### src/rtl/dfe_pkg.sv
// dfe_pkg - shared definitions for the fractional 2/3 decimator.
//   DATA_W/COEF_W/ACC_W : default sample, coefficient and accumulator widths
//   TAPS_PP             : taps per polyphase branch
//   H[phase][tap]       : polyphase coefficients, s16.15
//   state_t             : control FSM states
package dfe_pkg;

  localparam int DATA_W    = 16;
  localparam int COEF_W    = 16;
  localparam int ACC_W     = 36;
  localparam int TAPS_PP   = 6;
  localparam int PHASES    = 2;
  localparam int PROD_W    = DATA_W + COEF_W;
  localparam int TAP_W     = $clog2(TAPS_PP);
  localparam int FRAC_BITS = COEF_W - 1;

  typedef logic signed [COEF_W-1:0] coef_t;

  // Each branch sums to exactly 32768 so both output phases have unity DC gain.
  localparam coef_t H [PHASES][TAPS_PP] = '{
    '{-16'sd1024, 16'sd3584, 16'sd13824, 16'sd13824, 16'sd3584, -16'sd1024},
    '{-16'sd768,  16'sd2048, 16'sd15104, 16'sd15104, 16'sd2048, -16'sd768 }
  };

  typedef enum logic [1:0] {
    ST_IDLE  = 2'd0,
    ST_MAC   = 2'd1,
    ST_ROUND = 2'd2
  } state_t;

endpackage

### src/rtl/frac_decimator_2_3_if.sv
// frac_decimator_2_3_if - sample stream bundle of the 2/3 decimator.
//   din_valid/din   : input strobe and signed sample (source -> decimator)
//   dout_valid/dout : output strobe and signed sample (decimator -> sink)
//   busy            : MAC running
//   ovf             : sticky overrun flag
// Modports: master = sample source / observer, slave = decimator.
interface frac_decimator_2_3_if;
  import dfe_pkg::*;

  logic                     din_valid;
  logic signed [DATA_W-1:0] din;
  logic                     dout_valid;
  logic signed [DATA_W-1:0] dout;
  logic                     busy;
  logic                     ovf;

  modport master (
    output din_valid, din,
    input  dout_valid, dout, busy, ovf
  );

  modport slave (
    input  din_valid, din,
    output dout_valid, dout, busy, ovf
  );

endinterface

### src/rtl/frac_dec_mac.sv
// frac_dec_mac - serial multiply-accumulate with round and output stage.
//   clk, rst_n : clock, asynchronous active-low reset
//   clr        : clear accumulator (MAC entry)
//   en         : accumulate x*coef this cycle
//   rnd        : round the accumulator and register it to dout
//   x, coef    : signed sample and coefficient operands
//   dout       : rounded result, held between strobes
//   dout_valid : one-cycle strobe with each new dout
// Build option: FRAC_DEC_SAT_EN defined -> saturate to DATA_W,
//               undefined -> keep the low DATA_W bits (wrap).
module frac_dec_mac
  import dfe_pkg::*;
(
  input  logic                     clk,
  input  logic                     rst_n,
  input  logic                     clr,
  input  logic                     en,
  input  logic                     rnd,
  input  logic signed [DATA_W-1:0] x,
  input  coef_t                    coef,
  output logic signed [DATA_W-1:0] dout,
  output logic                     dout_valid
);

  localparam logic signed [ACC_W-1:0] RND_HALF = ACC_W'(1 << (FRAC_BITS - 1));

  logic signed [PROD_W-1:0] prod_p0;
  logic signed [ACC_W-1:0]  acc_p1;

  // Round half up in s.15, arithmetic shift back to integer sample scale.
  function automatic logic signed [ACC_W-1:0] round_q15(input logic signed [ACC_W-1:0] a);
    return (a + RND_HALF) >>> FRAC_BITS;
  endfunction

  function automatic logic signed [DATA_W-1:0] limit(input logic signed [ACC_W-1:0] a);
`ifdef FRAC_DEC_SAT_EN
    logic signed [ACC_W-1:0] hi;
    logic signed [ACC_W-1:0] lo;
    hi = ACC_W'((1 << (DATA_W - 1)) - 1);
    lo = ~hi;
    if (a > hi)
      return hi[DATA_W-1:0];
    else if (a < lo)
      return lo[DATA_W-1:0];
    else
      return a[DATA_W-1:0];
`else
    return a[DATA_W-1:0];
`endif
  endfunction

  // Stage 0: full-precision signed product
  assign prod_p0 = x * coef;

  // Stage 1: accumulator
  always_ff @(posedge clk or negedge rst_n) begin
    if (!rst_n) begin
      acc_p1 <= '0;
    end else if (clr) begin
      acc_p1 <= '0;
    end else if (en) begin
      acc_p1 <= acc_p1 + ACC_W'(prod_p0);
    end
  end

  // Stage 2: round / limit into the output register
  always_ff @(posedge clk or negedge rst_n) begin
    if (!rst_n) begin
      dout       <= '0;
      dout_valid <= 1'b0;
    end else begin
      dout_valid <= rnd;
      if (rnd) begin
        dout <= limit(round_q15(acc_p1));
      end
    end
  end

endmodule

### src/rtl/frac_decimator_2_3.sv
// frac_decimator_2_3 - fractional 2/3 sample-rate converter (9 -> 6 MS/s).
// A 6-deep delay line feeds a 2-phase, 6-tap polyphase FIR evaluated by one
// serial MAC. Of every three accepted inputs the first two start a MAC
// (phase 0 then phase 1); the third only shifts.
//   clk   : system clock, rising edge
//   rst_n : asynchronous active-low reset
//   bus   : slave side of frac_decimator_2_3_if
//           (din_valid, din, dout_valid, dout, busy, ovf)
// Build option: FRAC_DEC_SAT_EN selects saturating output (see frac_dec_mac).
module frac_decimator_2_3
  import dfe_pkg::*;
(
  input  logic                 clk,
  input  logic                 rst_n,
  frac_decimator_2_3_if.slave  bus
);

  localparam logic [1:0]       PH_SKIP  = 2'd2;
  localparam logic [TAP_W-1:0] TAP_LAST = TAP_W'(TAPS_PP - 1);

  logic signed [DATA_W-1:0] xd [TAPS_PP];
  logic [1:0]               ph_cnt;
  state_t                   state;
  logic [TAP_W-1:0]         tap;
  logic                     phase;
  logic                     busy_r;
  logic                     ovf_r;

  logic                     accept;
  logic                     start_mac;
  logic                     mac_en;
  logic                     rnd_en;
  logic signed [DATA_W-1:0] x_sel;
  coef_t                    c_sel;
  logic signed [DATA_W-1:0] mac_dout;
  logic                     mac_dout_valid;

  // Inputs are only taken in IDLE; anything arriving during MAC/ROUND is lost.
  assign accept    = bus.din_valid && (state == ST_IDLE);
  assign start_mac = accept && (ph_cnt != PH_SKIP);
  assign mac_en    = (state == ST_MAC);
  assign rnd_en    = (state == ST_ROUND);

  // The delay line is frozen while busy, so the MAC reads the post-shift taps.
  assign x_sel = xd[tap];
  assign c_sel = H[phase][tap];

  always_ff @(posedge clk or negedge rst_n) begin
    if (!rst_n) begin
      state  <= ST_IDLE;
      ph_cnt <= '0;
      tap    <= '0;
      phase  <= 1'b0;
      busy_r <= 1'b0;
      ovf_r  <= 1'b0;
      for (int i = 0; i < TAPS_PP; i++) begin
        xd[i] <= '0;
      end
    end else begin
      if (bus.din_valid && (state != ST_IDLE)) begin
        ovf_r <= 1'b1;
      end

      if (accept) begin
        xd[0] <= bus.din;
        for (int i = 1; i < TAPS_PP; i++) begin
          xd[i] <= xd[i-1];
        end
        ph_cnt <= (ph_cnt == PH_SKIP) ? 2'd0 : ph_cnt + 2'd1;
      end

      case (state)
        ST_IDLE: begin
          if (start_mac) begin
            state  <= ST_MAC;
            tap    <= '0;
            phase  <= ph_cnt[0];
            busy_r <= 1'b1;
          end
        end
        ST_MAC: begin
          if (tap == TAP_LAST) begin
            state <= ST_ROUND;
          end else begin
            tap <= tap + TAP_W'(1);
          end
        end
        ST_ROUND: begin
          state  <= ST_IDLE;
          busy_r <= 1'b0;
        end
        default: begin
          state  <= ST_IDLE;
          busy_r <= 1'b0;
        end
      endcase
    end
  end

  frac_dec_mac u_mac (
    .clk        (clk),
    .rst_n      (rst_n),
    .clr        (start_mac),
    .en         (mac_en),
    .rnd        (rnd_en),
    .x          (x_sel),
    .coef       (c_sel),
    .dout       (mac_dout),
    .dout_valid (mac_dout_valid)
  );

  assign bus.dout       = mac_dout;
  assign bus.dout_valid = mac_dout_valid;
  assign bus.busy       = busy_r;
  assign bus.ovf        = ovf_r;

endmodule
### src/flat_wrapper.sv
// flat-port wrapper written by rule: the top's interface ports become plain ports
module frac_decimator_2_3_flat import dfe_pkg::*;
  (clk, rst_n, bus_din_valid, bus_din, bus_dout_valid, bus_dout, bus_busy, bus_ovf);
  frac_decimator_2_3_if bus_i ();
  input  logic clk;
  input  logic rst_n;
  input wire logic [$bits(bus_i.din_valid)-1:0] bus_din_valid;
  input wire logic [$bits(bus_i.din)-1:0] bus_din;
  output wire logic [$bits(bus_i.dout_valid)-1:0] bus_dout_valid;
  output wire logic [$bits(bus_i.dout)-1:0] bus_dout;
  output wire logic [$bits(bus_i.busy)-1:0] bus_busy;
  output wire logic [$bits(bus_i.ovf)-1:0] bus_ovf;
  assign bus_i.din_valid = bus_din_valid;
  assign bus_i.din = bus_din;
  assign bus_dout_valid = bus_i.dout_valid;
  assign bus_dout = bus_i.dout;
  assign bus_busy = bus_i.busy;
  assign bus_ovf = bus_i.ovf;
  frac_decimator_2_3 u_core (.clk(clk), .rst_n(rst_n), .bus(bus_i));
endmodule
### config.mk
export PLATFORM = sky130hd
export DESIGN_NAME = frac_decimator_2_3_flat
export DESIGN_NICKNAME = d
export VERILOG_FILES = /design/src/rtl/dfe_pkg.sv /design/src/rtl/frac_decimator_2_3_if.sv /design/src/rtl/frac_dec_mac.sv /design/src/rtl/frac_decimator_2_3.sv /design/src/flat_wrapper.sv
export SDC_FILE = /design/constraint.sdc
export NUM_CORES = 1
export LEC_CHECK = 0
export BUFFER_PORTS_ARGS = -buffer_cell sky130_fd_sc_hd__buf_2
export CAP_MARGIN = 10
export CORE_ASPECT_RATIO = 0.75
export CORE_UTILIZATION = 40
export CTS_CLUSTER_DIAMETER = 30
export DETAILED_ROUTE_END_ITERATION = 7
export PLACE_DENSITY_LB_ADDON = 0.05
export RECOVER_POWER = 100
export SETUP_SLACK_MARGIN = 0.15
export SYNTH_ARGS = -nofsm -noshare
export SYNTH_HDL_FRONTEND = slang
export SYNTH_SLANG_ARGS = --single-unit
### constraint.sdc
create_clock -name clk -period 5.9 [get_ports clk]
set_input_delay 1.18 -clock clk [delete_from_list [all_inputs] [get_ports clk]]
set_output_delay 1.18 -clock clk [all_outputs]
set_load 0.01 [all_outputs]
==> metrics.cfg <==
[synth]
async_reset_ff_frac = 1.00
yosysSeqAreaShare = 0.317
ys_ff_latch = 146
synthTopCellsByArea = dfrtp_1 (32%), fa_1 (20%), nand2_1 (12%)
yosys.area.top_type_share = 0.317
ys_warn_count = 0
syn_inst = 1257
yosys.area.top_type = dfrtp_1
synth.distinct_cells = 52
avgSynthCellArea_sq_um = 9.18
netlist_area_sq_mm = 0.0115
ys.flop_type = dfrtp_1
synth_fp_nets = 1472
synth_edf_count = 0

[worst_setup_path]
worstReg2RegStart = u_core.tap[0]
critPathMaxStageDelay_ns = 0.56
cpMaxStageDelayCell = fa_1
arrival_ns = 6.52
worstSetupStartpointType = register
reg2regPathDepth = 22
r2r_slack_ns = -0.33
cp_cell_sequence = buf_12 > buf_16 > buf_8 > mux2i_2 > nor2_2 > a21o_1 > nand2_2 > fa_1 > inv_2 > fa_1 > fa_1 > fa_1 > fa_1 > fa_2 > ha_4 > o2111ai_4 > o211ai_4 > o2111ai_4 > a21oi_2 > o22ai_2 > xor2_1 > o21ai_1
cp.required_ns = 6.19
r2r-end = u_core.u_mac.acc_p1[27]
endpoint_kind = register
worst-setup-path-type = register to register
cp_common_cell = fa_1
worst-path-max-fanout = 7

[route]
wl_microns = 29100
drc = 0
drt_first_pass_iters = 5
vias = 8758
drtIter0Drc = 478
ant_nets = 0
wl_per_cell_microns = 15.9
vias_per_cell = 4.80

[grt]
grt_usage = 0.208
grt_max_degree = 98
grt_overflow = 0
antenna_found_initial = 0
grt_pass1_vias = 8632
grt_pass1_wl_microns = 47100

[floorplan]
die_x_microns = 198
boundaryPins = 38
rows = 53
die_h_microns = 149
fp.dieArea_sq_mm = 0.0295
floorplan.initialDensity = 0.409
coreArea_sq_mm = 0.0282

[place]
dp_hpwl_microns = 22100
globalplace.congestion = 0.840
dpl_cell_area_sq_mm = 0.0133
numPortBuffers = 37

[hold_path]
hold_depth = 1
min_from = u_core.bus.ovf
hold_path_class = register to register
hold_end = u_core.bus.ovf

[sta]
clock.fmax_ghz = 0.160
slew_headroom = -0.607
worst_pin_slew_ns = 2.41
period_needed_ns = 6.23
fin_crit_sh = 1.06
clock_skew_ns = 0.0128
finalHoldViolCount = 0
rsz0062_at_grt = true
final_max_slew_viol_count = 44
final-setup-viol-count = 13
finalWorstSetupSlack_ns = -0.331

[finish]
multi_input_area_sq_mm = 0.00784
areaGrowthSynthToFinish_pct = 26.8
nets = 1641
drive_gt1_frac = 0.251
antenna_cells = 0
fill_cells = 2685
seqCellArea_sq_mm = 0.00365
fin_area_sq_mm = 0.0146

[outcome]
failed_checks = max-capacitance violations, max-slew violations, negative setup slack
outcome = complete, but fails checks

[clock_network]
h-tree-depth = 4
numCtsBuffers = 17
insertion_delay_ns = 0.44
cts_tree = done
path_clk_slew_ns = 0.07
cts.sinks = 146
root_buffer = clkbuf_16
cts_buffer_depth = 2

[flow_run]
maxCapViolations = 1

==> cells in the final DEF (no fill, tap or decap), drive strengths merged, types with 17 or more instances in the layout <==
| cell type | synthesis | layout |
|---|---|---|
| mux2i | 17 | 17 |
| xor2 | 19 | 19 |
| dfrtp | 146 | 146 |
| clkbuf | 37 | 22 |
| o21ai | 50 | 50 |
| ha | 78 | 78 |
| xnor2 | 25 | 25 |
| nand2 | 385 | 385 |
| buf | 12 | 196 |
| nor2 | 99 | 99 |
| fa | 118 | 118 |
| inv | 128 | 135 |
| a21oi | 32 | 32 |
==> cell usage after synthesis (4+ instances only) <==
master	instances
xor2_1	19
nand2b_1	6
mux2i_1	17
nand4_1	5
dfrtp_1	146
mux4_2	16
nand2_1	384
nor2_1	98
clkbuf_1	37
o21ai_1	4
xnor2_1	25
nand3_1	7
a21o_1	12
nor3_1	4
a21oi_1	31
ha_1	78
o21ai_0	46
inv_1	127
or2_2	7
a22o_1	5
o21a_1	6
and3_1	6
buf_1	6
fa_1	118
==> routing by layer <==
metal	global-route usage	part of all wire	vias up	routed length (microns)
met3	0.0344	0.031	13	914
met1	0.336	0.54	4316	15700
met5	0	0	-	0
li1	-	-	4318	-
met2	0.288	0.42	111	12300
met4	0.0411	0.0066	0	192
==> registers in the layout, indices dropped and copies added, names as in the netlist <==
register and flops:
u_core.xd 96, u_core.u_mac.acc_p1 23, u_core.u_mac.dout 16, u_core.tap 3
u_core.ph_cnt 2, u_core.state 2, u_core.bus.busy 1, u_core.bus.ovf 1
u_core.phase 1, u_core.u_mac.dout_valid 1
==> worst max-delay path by stage <==
stage,endpoint,depth (start not counted),from
final,u_core.u_mac.acc_p1[27],22,u_core.tap[0]
after detailed placement,u_core.u_mac.acc_p1[27],20,u_core.tap[0]
after CTS,u_core.u_mac.acc_p1[27],19,u_core.tap[0]
after floorplan,u_core.u_mac.acc_p1[27],24,u_core.tap[0]
after global routing,u_core.u_mac.acc_p1[27],22,u_core.tap[0]
after global placement,u_core.u_mac.acc_p1[28],21,u_core.tap[0]
==> timing repair <==
item | in CTS | in global routing
resized for setup | 32 | 50
hold buffers | 0 | 0
setup endpoints to repair | 14 | 15
buffers inserted | 23 | 16
gates cloned | 1 | 0
pin swaps | 23 | 46
==> critical path: cells and delay by family, from the launching register on <==
kind / cells / cell delay, ns
mux: 1 / 0.14
compound gates: 7 / 1.16
flops: 1 / 0.46
xor+xnor: 1 / 0.16
simple gates: 2 / 0.25
fa+ha+maj: 7 / 3.45
buf+inv: 4 / 0.46
==> through the flow <==
step	worst slack, ns	std cells	hold slack (ns)	utilization	TNS, ns
2_1_floorplan	0.143	1257	0.446	-	0
3_3_place_gp	-0.282	1751	0.449	0.472	-2.05
3_5_place_dp	-0.360	1751	0.456	0.472	-2.50
4_1_cts	-0.317	1807	0.479	0.506	-2.41
5_1_grt	-0.586	1824	0.484	0.519	-6.40
6_report	-0.331	1824	0.471	0.519	-2.98
==> cells by family (layout without fill, tap and decap cells) <==
| kind of cell | Yosys count | after routing | share of synthesized area |
|---|---|---|---|
| xor gates and xnor gates | 44 | 44 | 0.0334 |
| buffers and inverters | 177 | 359 | 0.0598 |
| adders and majority gates | 196 | 196 | 0.289 |
| and+or+nand+nor | 528 | 528 | 0.181 |
| AOI/OAI and AO/OA | 132 | 132 | 0.0734 |
| DFF | 146 | 146 | 0.317 |
| muxes | 34 | 34 | 0.0469 |
==> final cells by class <==
cell class                      instances  area share
Multi-Input combinational cell        934       0.536
Sequential cell                       146       0.250
Timing Repair Buffer                  199       0.105
Inverter                              128      0.0330
Tap cell                              385      0.0329
Clock buffer                           19      0.0303
Clock inverter                         13      0.0131
Power is not shown: default switching activity piles up to over one toggle a cycle in this logic, so the estimate is an artifact.
